`config.mk`:
```
export PLATFORM = sky130hd
export DESIGN_NAME = regfile_mmio
export DESIGN_NICKNAME = d
export VERILOG_FILES = /design/src/rtl/regfile_mmio.sv
export SDC_FILE = /design/constraint.sdc
export NUM_CORES = 2
export LEC_CHECK = 0
export ABC_AREA = 1
export CORE_MARGIN = 8
export CORE_UTILIZATION = 28
export CTS_CLUSTER_DIAMETER = 30
export DETAILED_ROUTE_END_ITERATION = 8
export HOLD_SLACK_MARGIN = 0.08
export PLACE_DENSITY_LB_ADDON = 0.08
export SLEW_MARGIN = 20
export SYNTH_ARGS = -nofsm -noshare
export SYNTH_HDL_FRONTEND = slang
export SYNTH_SLANG_ARGS = --single-unit
export TNS_END_PERCENT = 10
```
`constraint.sdc`:
```
create_clock -name clock -period 2.8 [get_ports clock]
set_input_delay 0.28 -clock clock [delete_from_list [all_inputs] [get_ports clock]]
set_output_delay 0.28 -clock clock [all_outputs]
set_load 0.02 [all_outputs]
```
`src/rtl/regfile_mmio.sv`:
```
`default_nettype none
// ============================================================================
// Module      : regfile_mmio
// Description : Register file with one write port and two asynchronous read
//               ports. A fixed window of registers captures data from input
//               channels with a valid/ready handshake, and a second window is
//               mirrored to output channels that carry update strobes.
// Revision    : 1.0 - initial release
// ============================================================================
module regfile_mmio #(
  parameter int DATA_W   = 32,
  parameter int ADDR_W   = 5,
  parameter int NUM_IN   = 1,
  parameter int IN_BASE  = 5,
  parameter int NUM_OUT  = 1,
  parameter int OUT_BASE = 3,
  parameter int BYPASS   = 1
) (
  input  logic                        clock,
  input  logic                        ctrl_reset_n,
  input  logic                        ctrl_writeEnable,
  input  logic [ADDR_W-1:0]           ctrl_writeReg,
  input  logic [DATA_W-1:0]           data_writeReg,
  input  logic [ADDR_W-1:0]           ctrl_readRegA,
  input  logic [ADDR_W-1:0]           ctrl_readRegB,
  output logic [DATA_W-1:0]           data_readRegA,
  output logic [DATA_W-1:0]           data_readRegB,
  input  logic [NUM_IN*DATA_W-1:0]    io_in_data,
  input  logic [NUM_IN-1:0]           io_in_valid,
  output logic [NUM_IN-1:0]           io_in_ready,
  output logic [NUM_OUT*DATA_W-1:0]   io_out_data,
  output logic [NUM_OUT-1:0]          io_out_update
);

  localparam int DEPTH = 1 << ADDR_W;

  // Reject parameter sets whose channel windows are empty, touch register 0,
  // run past the top of the file, or collide with each other.
  generate
    if (NUM_IN < 1 || NUM_OUT < 1) begin : g_err_count
      $error("regfile_mmio: NUM_IN and NUM_OUT must be at least 1");
    end
    if (IN_BASE < 1 || IN_BASE + NUM_IN - 1 > DEPTH - 1) begin : g_err_in_range
      $error("regfile_mmio: input window out of range");
    end
    if (OUT_BASE < 1 || OUT_BASE + NUM_OUT - 1 > DEPTH - 1) begin : g_err_out_range
      $error("regfile_mmio: output window out of range");
    end
    if (IN_BASE < OUT_BASE + NUM_OUT && OUT_BASE < IN_BASE + NUM_IN) begin : g_err_overlap
      $error("regfile_mmio: input and output windows overlap");
    end
  endgenerate

  logic [DATA_W-1:0]  regs_q [DEPTH];
  logic [DATA_W-1:0]  regs_d [DEPTH];
  logic [NUM_IN-1:0]  fresh_q;
  logic [NUM_IN-1:0]  fresh_d;
  logic               armed_q;
  logic               armed_d;
  logic [NUM_OUT-1:0] out_update_q;
  logic [NUM_OUT-1:0] out_update_d;

  logic [NUM_IN-1:0]  cap;
  logic               wr_commit;
  logic               wr_is_in;

  // Ready only once armed, and only while the channel register is not holding
  // an unacknowledged value.
  assign io_in_ready   = {NUM_IN{armed_q}} & ~fresh_q;
  assign cap           = io_in_valid & io_in_ready;
  assign io_out_update = out_update_q;

  // Classify the core write: committed when enabled and not to register 0;
  // writes into the input window are acknowledges, not stores.
  always_comb begin
    wr_commit = ctrl_writeEnable && (ctrl_writeReg != '0);
    wr_is_in  = (int'(ctrl_writeReg) >= IN_BASE) &&
                (int'(ctrl_writeReg) <  IN_BASE + NUM_IN);
  end

  // Next register contents: core stores plus channel captures. This is also
  // the forwarding source for same-cycle reads.
  always_comb begin
    regs_d = regs_q;
    if (wr_commit && !wr_is_in) begin
      regs_d[ctrl_writeReg] = data_writeReg;
    end
    for (int k = 0; k < NUM_IN; k++) begin
      if (cap[k]) begin
        regs_d[ADDR_W'(IN_BASE + k)] = io_in_data[k*DATA_W +: DATA_W];
      end
    end
    regs_d[0] = '0;
  end

  // Channel bookkeeping: acknowledge clears fresh, capture sets it (capture
  // wins on a tie); output strobes flag a committed write one cycle later.
  always_comb begin
    armed_d = 1'b1;
    for (int k = 0; k < NUM_IN; k++) begin
      fresh_d[k] = fresh_q[k];
      if (wr_commit && ctrl_writeReg == ADDR_W'(IN_BASE + k)) begin
        fresh_d[k] = 1'b0;
      end
      if (cap[k]) begin
        fresh_d[k] = 1'b1;
      end
    end
    for (int k = 0; k < NUM_OUT; k++) begin
      out_update_d[k] = wr_commit && (ctrl_writeReg == ADDR_W'(OUT_BASE + k));
    end
  end

  // Asynchronous read ports; register 0 is hard-wired to zero.
  always_comb begin
    data_readRegA = (BYPASS != 0) ? regs_d[ctrl_readRegA] : regs_q[ctrl_readRegA];
    data_readRegB = (BYPASS != 0) ? regs_d[ctrl_readRegB] : regs_q[ctrl_readRegB];
    if (ctrl_readRegA == '0) begin
      data_readRegA = '0;
    end
    if (ctrl_readRegB == '0) begin
      data_readRegB = '0;
    end
  end

  // Output channels mirror the stored value, never the forwarded one.
  generate
    for (genvar k = 0; k < NUM_OUT; k++) begin : g_out
      assign io_out_data[k*DATA_W +: DATA_W] = regs_q[ADDR_W'(OUT_BASE + k)];
    end
  endgenerate

  // State registers with asynchronous active-low reset.
  always_ff @(posedge clock or negedge ctrl_reset_n) begin
    if (!ctrl_reset_n) begin
      for (int i = 0; i < DEPTH; i++) begin
        regs_q[i] <= '0;
      end
      fresh_q      <= '0;
      armed_q      <= 1'b0;
      out_update_q <= '0;
    end else begin
      regs_q       <= regs_d;
      fresh_q      <= fresh_d;
      armed_q      <= armed_d;
      out_update_q <= out_update_d;
    end
  end

endmodule
`default_nettype wire
```
==> metrics.md <==
| Metric | Value |
|---|---|
| Fin. Hold Viols | `0` |
| Hold depth | `4` |
| CP peak stage delay | `approximately 0.45 ns` |
| Status | `finished with violations` |
| CP endpoint kind | `primary output` |
| Netlist Area Pre-Place | `66100 um2` |
| Initial antenna violation count | `21` |
| Congestion Overflow GR | `0` |
| Clock latency on the worst-skew pair | `0.96 ns` |
| Iter 0 DRT Violations | `8101` |
| DR WL met3 | `30200 um` |
| Worst path depth | `18` |
| Vias in the first global route | `78442` |
| Met2 routed WL | `176000 um` |
| Syn-to-layout area delta | `54.0%` |
| Clk pwr share | `52.0%` |
| Comb pwr share | `24.8%` |
| WHS | `about 0.12 ns` |
| Crit-path most repeated cell | `nand2_1` |
| Synth Warn # | `0` |
| Antenna Nets Post-Route | `0` |
| Ranking of synthesized cells by area | `dfrtp_1 38%, nand2_1 25%, nand3_1 14%, inv_1 6.4%, o21ai_0 3.5%` |
| Port buffer count | `180` |
| Detailed Routing Iterations Pass 1 | `6` |
| Synth cell types | `30` |
| CTS tree | `done` |
| WS Path Type | `reg2out` |
| Pin count of the biggest net entering global routing | `92` |
| Gr usage total | `between 30% and 40%` |
| Length of routed wiring on met1 | `171000 um` |
| Startpoint Class | `flop` |
| Num rows | `178` |
| RSZ-0062 raised after global routing | `true` |
| Final worst path period share | `131%` |
| Fmax | `272 MHz` |
| Ys async rst share | `between 90% and 100%` |
| CP cell instances | `nor2_4 > nand2_2 > buf_12 > buf_6 > buf_4 > nand2_1 > o21a_1 > nand2_1 > nand3_1 > inv_1 > nand2_1 > nand3_2 > nand2_2 > nand2_1 > nand2_2 > buf_12 > inv_1 > buf_4` |
| Violated checks | `negative setup slack` |
| Post-Syn Area per Cell | `6.18 um2` |
| Class of the worst hold path | `in2reg` |
| Avg WL per Cell | `between 20 and 30 um` |
| Top post-synthesis cells by count | `4451 x nand2_1, 1881 x nand3_1, 1135 x inv_1` |
| Register-to-Register Path Depth | `9` |
| Nets@finish | `12446` |
| Sequential share of the synthesized area | `37.7%` |
| Worst Tran Pin Value | `0.771 ns` |
| H-tree levels | `5` |
| Mapped Cells | `approximately 11000` |
| RD Place Congestion | `0.927` |
| Final WL | `~400000 um` |
| Peak VDD IR | `537 uV` |
| Fin worst setup slack | `-0.878 ns` |
| DRC | `0` |
| Overall Power | `between 70 and 80 mW` |
| CP top delay family | `simple AND/OR/NAND/NOR gates` |
| CTS buffer count | `387` |
| Slew Viols, Final | `0` |
| Initial core utilization | `28.1%` |
| Die Ht | `502 um` |
| Post-route cell area | `102000 um2` |
| Worst-path clk slew | `0.04 ns` |
| PD cells | `776 nW/um2` |
| I/O Pins | `181` |
| Die area | `252000 um2` |
| Post-synth top area share | `roughly 38%` |
| Number of synthesized flops with an enable pin | `0` |
| Critical path data arrival time | `3.40 ns` |
| Placed cell area | `86800 um2` |
| CTS sink cnt | `~1000` |
| Top Layer Used | `met5` |
| Post-route minimum period | `3.68 ns` |
| Worst Skew | `about 0.049 ns` |
| Global-route wire length before repair | `568000 um` |
| Max Fanout on Critical Path | `36` |
| Vias per cell | `5.10` |
| Slowest cell on the critical path | `dfrtp_2` |
| P_sw | `24.4 mW` |
| Synth Flop Type | `dfrtp_1` |
| Share of post-route cells with drive strength above 1 | `22.8%` |
| Via Count | `80688` |
| Cell internal pwr | `54.7 mW` |
| Max-slew headroom | `48.6%` |
| Syn_nets | `10784` |
| CTS Buffer Depth | `4` |
| Max cap viols | `0` |
| Count of state elements after synthesis | `995` |
| LEAKAGE | `about 54 nW` |
| Sw Share | `a little under a third` |
| Die W | `approximately 500 um` |
| Final setup viols | `64` |
| Worst path bufs/invs | `7` |
| CTS root buffer | `clkbuf_16` |
| Reg power frac | `between 20% and 30%` |
| Core box area | `235000 um2` |
| Dominant cell type by area after synthesis | `dfrtp_1` |
| Hpwl dp | `279000 um` |
| CP Data Required Time | `2.52 ns` |
| Top-count cell post-synth | `nand2_1` |
metal layers:
layer / track usage [%] / up-vias
met5: 0 / -
met4: 15.5 / 4
met3: 5.05 / 931
met2: 48.3 / 3804
met1: 40.9 / 38877
li1: - / 37072
cell usage in the layout, fill, tap and decap left out, drive strengths merged:
master	instances
o21ai	480
clkdlybuf4s15	9
clkbuf	580
dlygate4sd2	1
o211ai	15
dfrtp	995
a21boi	2
bufinv	20
and2	150
nand3	1881
inv	1146
clkinvlp	1
nand4	75
bufbuf	1
diode	7
nor3	1
o21a	61
o2111ai	1
nand2	4453
nand3b	35
dlymetal6s2s	3
o21bai	32
dlygate4sd3	14
or2	17
conb	1
clkinv	97
clkdlybuf4s50	101
nor2	379
a21oi	215
buf	1884
kinds of logic after synthesis:
family                 Yosys count  synth area share (%)
and+or+nand+nor               6991                  44.5
AOI/OAI and AO/OA              806                  6.53
DFF                            995                  37.7
buffers and inverters         1908                  11.3
other                            1               0.00567
registers in the layout, indices dropped and copies added (netlist names):
name,cells
regs_q,960
io_out_data,32
armed_q,1
fresh_q,1
io_out_update,1
through the flow:
stage	utilization, %	setup WS [ns]	cells	setup TNS (ns)
floorplan	-	0.441	10701	0
global placement	36.9	-1.31	15061	-72.77
detailed placement	36.9	-1.33	15061	-74.16
CTS	42.9	-0.947	15774	-51.43
global route	43.3	-0.999	15802	-51.78
finish	43.3	-0.878	15807	-43.39
worst register-to-register path, stage by stage (launching register included):
cell and delay (ns):
dfrtp_2 0.45, nor2_4 0.12, nand2_2 0.09, buf_12 0.18, buf_6 0.19, buf_4 0.13, nand2_1 0.05, o21a_1 0.17
dlygate4sd3_1 0.58, inv_1 0.04
final timing paths:
kind                                from                 to  slack [ns]
setup / recovery                 fresh_q  data_readRegA[18]       -0.88
hold / removal             io_in_data[2]        regs_q[834]        0.12
setup reg to reg                 fresh_q        regs_q[856]        0.69
hold reg to reg              regs_q[148]        regs_q[148]        0.48
max in group asynchronous   ctrl_reset_n    io_out_data[31]        1.74
min in group asynchronous   ctrl_reset_n        regs_q[217]        0.19
power by group through the flow:
stage	clock [mW]	combinational, mW	sequential [mW]
floorplan	0	9.43	18.1
global placement	0	18.4	18.4
detailed placement	0	18.6	18.4
CTS	41.5	19.1	18.3
global route	42.4	21.4	18.6
finish	41.1	19.6	18.3
cell type report:
cell class / instances / area (um2)
inverter: 1159 / 4390
tap: 3150 / 3940
antenna: 7 / 17.5
timing repair buffer: 2022 / 20400
clock buffer: 571 / 11500
clock inverter: 105 / 1100
sequential: 995 / 24900
fill: 24247 / 133000
multi-input combinational: 7798 / 35500
timing repair:
action                     4_1_cts  5_1_grt
resized for setup              417      244
hold buffers                    14        0
hold endpoints to repair      1007        0
setup buffers                   21       23
pin swaps                       24       31
cloned                           2        3
setup endpoints to repair       64       64
Note: power is estimated with default switching activity, not from simulation.
